<file path="src/rtl/lsu_mem_port.sv">
// MEM-stage load/store initiator for a word-addressed async-read data memory.
// Optional LSU_ALIGN_CHECK_EN enables alignment/range/size error responses.
module lsu_mem_port #(
    parameter int XW = 32,
    parameter int DW = 32,
    parameter int AW = 7
) (
    input  logic          clk,
    input  logic          rst,
    input  logic          req_valid,
    output logic          req_ready,
    input  logic          req_store,
    input  logic [1:0]    req_size,
    input  logic          req_unsigned,
    input  logic [XW-1:0] req_addr,
    input  logic [DW-1:0] req_wdata,
    output logic          rsp_valid,
    output logic [DW-1:0] rsp_rdata,
    output logic          rsp_err,
    output logic [AW-1:0] mem_addr,
    output logic          mem_we,
    output logic [DW-1:0] mem_wdata,
    input  logic [DW-1:0] mem_rdata,
    output logic [1:0]    dbg_state
);

    localparam logic [1:0] S_IDLE     = 2'd0;
    localparam logic [1:0] S_ACCESS   = 2'd1;
    localparam logic [1:0] S_MERGE_WR = 2'd2;
    localparam logic [1:0] S_RESP     = 2'd3;

    // Handshake: a request is taken on a rising edge where req_valid and
    // req_ready are both high; req_ready is high only in IDLE outside reset.
    logic [1:0]    r_state;
    logic          r_store;
    logic [1:0]    r_size;
    logic          r_unsigned;
    logic [1:0]    r_lane;
    logic [DW-1:0] r_wdata;
    logic          r_err;
    logic [DW-1:0] r_ld_data;
    logic [AW-1:0] r_mem_addr;
    logic          r_mem_we;
    logic [DW-1:0] r_mem_wdata;
    logic          r_rsp_valid;
    logic [DW-1:0] r_rsp_rdata;
    logic          r_rsp_err;

    logic          w_accept;
    logic          w_err;
    logic [1:0]    w_size;
    logic [1:0]    w_lane;
    logic [DW-1:0] w_merged;
    logic [DW-1:0] w_ld;
    logic [7:0]    w_byte;
    logic [15:0]   w_half;

    assign req_ready = (r_state == S_IDLE) && !rst;
    assign w_accept  = req_valid && req_ready;

`ifdef LSU_ALIGN_CHECK_EN
    assign w_size = req_size;
    assign w_lane = req_addr[1:0];
    assign w_err  = (|req_addr[XW-1:AW+2]) || (req_size == 2'b11)
                 || (req_size == 2'b01 && req_addr[0])
                 || (req_size == 2'b10 && req_addr[1:0] != 2'b00);
`else
    logic w_unused_addr;
    assign w_unused_addr = |req_addr[XW-1:AW+2];
    // Reserved size behaves as a word; misaligned lanes are rounded down.
    assign w_size = (req_size == 2'b11) ? 2'b10 : req_size;
    assign w_lane = (w_size == 2'b00) ? req_addr[1:0] :
                    (w_size == 2'b01) ? {req_addr[1], 1'b0} : 2'b00;
    assign w_err  = 1'b0;
`endif

    assign w_byte = mem_rdata[{r_lane, 3'b000} +: 8];
    assign w_half = mem_rdata[{r_lane[1], 4'b0000} +: 16];

    always_comb begin
        w_merged = mem_rdata;
        if (r_size == 2'b00)
            w_merged[{r_lane, 3'b000} +: 8] = r_wdata[7:0];
        else
            w_merged[{r_lane[1], 4'b0000} +: 16] = r_wdata[15:0];
    end

    always_comb begin
        case (r_size)
            2'b00:   w_ld = {{(DW-8){!r_unsigned && w_byte[7]}}, w_byte};
            2'b01:   w_ld = {{(DW-16){!r_unsigned && w_half[15]}}, w_half};
            default: w_ld = mem_rdata;
        endcase
    end

    always_ff @(posedge clk) begin
        if (rst) begin
            r_state     <= S_IDLE;
            r_store     <= 1'b0;
            r_size      <= 2'b00;
            r_unsigned  <= 1'b0;
            r_lane      <= 2'b00;
            r_wdata     <= '0;
            r_err       <= 1'b0;
            r_ld_data   <= '0;
            r_mem_addr  <= '0;
            r_mem_we    <= 1'b0;
            r_mem_wdata <= '0;
            r_rsp_valid <= 1'b0;
            r_rsp_rdata <= '0;
            r_rsp_err   <= 1'b0;
        end else begin
            r_rsp_valid <= 1'b0;
            case (r_state)
                S_IDLE: begin
                    if (w_accept) begin
                        r_store    <= req_store;
                        r_size     <= w_size;
                        r_unsigned <= req_unsigned;
                        r_lane     <= w_lane;
                        r_wdata    <= req_wdata;
                        r_err      <= w_err;
                        r_ld_data  <= '0;
                        if (w_err) begin
                            r_state <= S_RESP;
                        end else begin
                            r_state    <= S_ACCESS;
                            r_mem_addr <= req_addr[AW+1:2];
                            if (req_store && w_size == 2'b10) begin
                                r_mem_we    <= 1'b1;
                                r_mem_wdata <= req_wdata;
                            end
                        end
                    end
                end
                S_ACCESS: begin
                    if (!r_store) begin
                        r_ld_data <= w_ld;
                        r_state   <= S_RESP;
                    end else if (r_size == 2'b10) begin
                        r_mem_we <= 1'b0;
                        r_state  <= S_RESP;
                    end else begin
                        // Sub-word store: this cycle was the read half of RMW.
                        r_mem_wdata <= w_merged;
                        r_mem_we    <= 1'b1;
                        r_state     <= S_MERGE_WR;
                    end
                end
                S_MERGE_WR: begin
                    r_mem_we <= 1'b0;
                    r_state  <= S_RESP;
                end
                default: begin
                    r_rsp_valid <= 1'b1;
                    r_rsp_rdata <= r_ld_data;
                    r_rsp_err   <= r_err;
                    r_state     <= S_IDLE;
                end
            endcase
        end
    end

    assign rsp_valid = r_rsp_valid;
    assign rsp_rdata = r_rsp_rdata;
    assign rsp_err   = r_rsp_err;
    assign mem_addr  = r_mem_addr;
    assign mem_we    = r_mem_we;
    assign mem_wdata = r_mem_wdata;
    assign dbg_state = r_state;

endmodule

</file>
<file path="config.mk">
export PLATFORM = sky130hd
export DESIGN_NAME = lsu_mem_port
export DESIGN_NICKNAME = d
export VERILOG_FILES = /design/src/rtl/lsu_mem_port.sv
export SDC_FILE = /design/constraint.sdc
export NUM_CORES = 1
export LEC_CHECK = 0
export CORE_ASPECT_RATIO = 0.7
export CORE_MARGIN = 2
export CORE_UTILIZATION = 40
export CTS_CLUSTER_SIZE = 28
export DETAILED_ROUTE_END_ITERATION = 16
export HOLD_SLACK_MARGIN = 0.1
export PLACE_DENSITY = 0.79
export REMOVE_ABC_BUFFERS = 1
export SYNTH_ARGS = -nofsm -noshare
export SYNTH_HDL_FRONTEND = slang
export SYNTH_SLANG_ARGS = --single-unit
</file>
<file path="constraint.sdc">
create_clock -name clk -period 2.3 [get_ports clk]
set_input_delay 0.345 -clock clk [delete_from_list [all_inputs] [get_ports clk]]
set_output_delay 0.345 -clock clk [all_outputs]
set_load 0.005 [all_outputs]
</file>
Word level (Yosys, flattened, before mapping):

Index checks and enable logic that the tools add are counted.

* output and inout bits: 77
* register bits: 129
* input port bits: 103

* muxes and demuxes: 25
* $add $sub $neg: 2
* shift-type cells: 6
* reduce and logical (&&, ||, !) cells: 17
* equal/unequal tests: 12

Operators by type and width (count)
* $mux 32: 7
* $pmux 32 s2: 3
* $bwmux 32: 2
* $shift 16x7->32 const A: 1
* $shift 8x7->32 const A: 1
* $shiftx 16x7->32: 1
* $shiftx 32x6->16: 1
* $shiftx 32x6->8: 1
* $shiftx 8x7->32: 1
* $neg 5->7: 2
* $eq 2x2->1 const B: 4
* $mux 2: 4
* $ne 2x2->1 const B: 4
* $mux 1: 7
* $eq 2x1->1 const B: 3
* $logic_not 2->1: 3
* $pmux 2 s3: 1
* $logic_and 1x1->1: 5
* $reduce_and 5->1: 1
* $reduce_and 4->1: 1
* $pmux 1 s3: 1
* $reduce_and 3->1: 1
* $reduce_bool 3->1: 1
* $reduce_or 3->1: 1
* other kinds (4): 5

Logic depth before layout (Yosys ltp):

* depth in word-level cells: 7
* depth in mapped cells: 10
* mapped depth without buffers: 6

Least setup slack after synthesis:

No wires, ideal clock.

* kind: register to register
* start point: register r_lane[0]
* end point: register r_mem_wdata[10], in the netlist mem_wdata[10]
* arrival: 2437 ps
* clock period less this slack: 2525 ps
* path slack: -225 ps
* stages on the path, launching flop included: 11
* required time: 2211 ps
* library setup time: 89 ps
* path through: dfxtp_1 clkbuf_1 clkbuf_1 inv_1 ha_1 clkbuf_1 clkbuf_1 nand3_1 o221ai_2 o211ai_1 a311oi_2

* longest elaborated chain between the ends: 7
* elaborated cells on any way between the ends: 8
* classes of those cells: 1 x add/sub; 2 x shift; 5 x mux

Ends and longest elaborated chain
* from (decl): RTL line 38 `logic [1:0] r_lane;`
* from (signal assigned): RTL line 120 `r_lane <= w_lane;`
* $neg 5->7 *: RTL line 83 `w_merged[{r_lane, 3'b000} +: 8] = r_wdata[7:0];`
* $shiftx 8x7->32 / $shift 8x7->32 (equally long branches): RTL line 83
* $bwmux 32 *: RTL line 83
* $mux 32 *: RTL line 82 `if (r_size == 2'b00)`
* $mux 32 *: RTL line 140 `end else if (r_size == 2'b10) begin`
* $mux 32 *: RTL line 137 `if (!r_store) begin`
* $pmux 32 s2 *: RTL line 114 `case (r_state)`
* to (signal assigned): RTL line 131 `r_mem_wdata <= req_wdata;`
* to (signal assigned): RTL line 145 `r_mem_wdata <= w_merged;`
* to (decl): RTL line 44 `logic [DW-1:0] r_mem_wdata;`

Every way passes the cells marked *; elsewhere a longest branch is shown, timed or not. The select of a mux whose other input is x is not followed.
A chain may end at the register's enable or synchronous reset.

Final worst setup path:

* start point: register r_lane[0]
* end point: register r_mem_wdata[7], in the netlist mem_wdata[7]

Same word-level chain as after synthesis.

==> results.py <==
metrics = {
    "outcome": {
        "outcome": "complete, no violations",
    },
    "sta": {
        "slew_viol_final": 0,
        "rsz0062_at_grt": "no",
        "slew_headroom_pct": 19.3,
        "max_freq_mhz": 463,
        "fin_crit_ns": 2.16,
        "tightest_slew_ns": 1.21,
        "skew_ns": 0.00777,
        "hold_violations": 0,
        "finalSetupViolCount": 0,
        "finalCritPeriodShare_pct": 93.9,
        "worst_hold_slack_ns": 0.378,
    },
    "clock_tree": {
        "cts_tree": "yes",
        "cts_made_buffers": 17,
        "cts_hold_buffers": 0,
        "clk_latency_ns": 0.42,
        "cts.sinks": 129,
        "clockBufferDepth": 2,
        "cts.repair.resized": 0,
        "clk_pin_slew_ns": 0.06,
        "h-tree-depth": 4,
        "post_cts_buffers": 0,
        "root_buffer": "clkbuf_16",
    },
    "synthesis": {
        "ys_ff_latch": 129,
        "synth_area_leaders": "dfxtp_1, mux2i_1, nand2_1",
        "synth-edff-count": 0,
        "synth_top_cell_by_area": "dfxtp_1",
        "synth.avg_cell_area_um2": 8.55,
        "synth_top_area_share_pct": 38.3,
        "syn_area_mm2": 0.00674,
        "synth_most_common_cell": "dfxtp_1",
        "yosys_most_used_dff": "dfxtp_1",
        "async_flop_share_pct": 0,
        "synth_cells": 788,
        "synth_cell_types": 52,
        "yosysWarnings": 0,
        "ys_seq_area_share_pct": 38.3,
        "yosys-top-cells-count": "dfxtp_1, nand2_1, a21oi_1, nor2_1, nand3_1",
    },
    "run": {
        "cap_violations": 0,
    },
    "floorplanning": {
        "die-area_mm2": 0.0179,
        "fp.dieH_um": 113,
        "coreArea_mm2": 0.0164,
        "rows": 39,
        "start_util_pct": 41.1,
        "die_w_um": 159,
        "io-pin-count": 180,
    },
    "global_routing": {
        "track_usage_pct": 24.5,
        "antenna_found_initial": 0,
        "grt_pass1_vias": 6066,
        "grt_pass1_wl_um": 34700,
        "overflow": 0,
        "grt_max_degree": 78,
    },
    "detailed_routing": {
        "num_vias": 6719,
        "via_per_inst": 5.80,
        "dr.first_iter.drc_count": 887,
        "drc": 0,
        "wirelength_um": 22200,
        "drt-pass1-iter-count": 7,
        "ant_nets": 0,
        "wl_per_cell_um": 19.2,
    },
    "final_layout": {
        "syn_to_final_growth_pct": 35.2,
        "antennaDiodeCount": 0,
        "nFillCells": 1484,
        "drive_gt1_share_pct": 11.9,
        "final_area_mm2": 0.00911,
        "nNetsFinal": 1036,
    },
    "power_and_ir_drop": {
        "peakVddDrop_mv": 0.588,
        "total_power_w": 0.00941,
        "power_density_mw_per_mm2": 1030,
        "p_leak_nw": 3.25,
    },
    "worst_setup_path": {
        "worstPathMaxFanout": 13,
        "r2r_setup_slack_ns": 0.14,
        "r2r_cells": 6,
        "worst_ep_required_time_ns": 2.60,
        "worstSetupStartpointType": "register",
        "r2r_start": "r_lane[0]",
        "worstSetupEndpointType": "register",
        "r2r_end": "mem_wdata[7]",
        "cp.arrival_ns": 2.46,
        "crit_type": "register to register",
    },
    "placed_design": {
        "dp_hpwl_um": 15300,
        "post_dp_cell_area_mm2": 0.00856,
        "routabilityCongestion": 0.868,
        "io_buffers": 155,
    },
    "worst_hold_path": {
        "hold_depth": 2,
        "worstHoldStart": "rst",
        "holdCritPathClass": "input pin to register",
        "min_to": "mem_we",
    },
}
-- metrics by stage --
| step | setup WS [ns] | TNS (ns) | cells | util (%) |
|---|---|---|---|---|
| after CTS | 0.205 | 0 | 1158 | 55.6 |
| after floorplan | -1.24 | -56.21 | 714 | - |
| after detailed placement | 0.149 | 0 | 1130 | 52.2 |
| after global routing | 0.0306 | 0 | 1158 | 55.6 |
| after global placement | 0.227 | 0 | 1130 | 52.2 |
| final | 0.139 | 0 | 1158 | 55.6 |
-- cells in the final DEF (no fill, tap or decap), drive strengths merged, types with 32 or more instances in the layout --
master	synthesis	layout
clkdlybuf4s50	0	154
dfxtp	129	129
nand2	99	99
a21oi	61	61
nor2	48	48
nand3	42	42
mux2i	37	37
buf	38	37
o21ai	33	33
o221ai	32	32
-- state kept, by name, summed over array words and instances, names as in the netlist, 2 cells and up --
register and count:
r_wdata 16, r_size 2, dbg_state 2, r_ld_data 32
mem_addr 7, rsp_rdata 32, r_lane 2, mem_wdata 32
-- power breakdown --
part / internal, W / leakage (nW) / switching [W]
Sequential: 0.00270 / 1.05 / 0.000356
Combinational: 0.00173 / 1.93 / 0.00203
Clock: 0.00162 / 0.270 / 0.000965
-- cell families (layout without fill, tap and decap cells) --
family | after synthesis | count (layout) | share of synthesized area (%)
simple gates | 250 | 250 | 18.1
compound gates | 241 | 241 | 27.0
flops | 129 | 129 | 38.3
buf+inv | 105 | 250 | 6.70
mux | 53 | 53 | 8.17
fa+ha+maj | 9 | 9 | 1.67
other cells | 1 | 1 | 0.0556
-- cell type report --
class	count	area (um2)	share of cell area (%)
tap	225	282	3.09
clock inverter	7	87.6	0.961
sequential	129	2580	28.4
clock buffer	21	460	5.05
inverter	31	116	1.28
timing repair buffer	191	1870	20.5
multi-input combinational	554	3710	40.8
-- layer usage --
metal / part of all wire (%) / global-route usage [%] / routed length [um] / vias up
met4: 1.7 / 6.67 / 381 / 0
met5: 0 / 0 / 0 / -
met1: 45 / 35.9 / 10000 / 3148
met3: 11 / 6.58 / 2390 / 43
li1: - / - / - / 3166
met2: 42 / 35.2 / 9420 / 362
-- how the worst max path moves through the flow --
stage                    endpoint     startpoint  slack (ns)  depth (start not counted)
floorplan           mem_wdata[24]      r_lane[1]       -1.24                          6
global placement    r_ld_data[28]  mem_rdata[23]        0.23                          5
detailed placement  r_ld_data[18]  mem_rdata[23]        0.15                          5
CTS                     req_ready   dbg_state[0]        0.21                          4
global route         mem_wdata[5]   dbg_state[0]        0.03                          5
finish               mem_wdata[7]      r_lane[0]        0.14                          6
-- critical path, cell delays in order (launching register included) --
cell and delay (ns):
dfxtp_1 0.34, inv_1 0.08, ha_1 0.37, buf_4 0.22
nor4b_4 0.53, a221oi_1 0.17, o32ai_1 0.34
No activity file was read; power rests on OpenSTA's default activity.
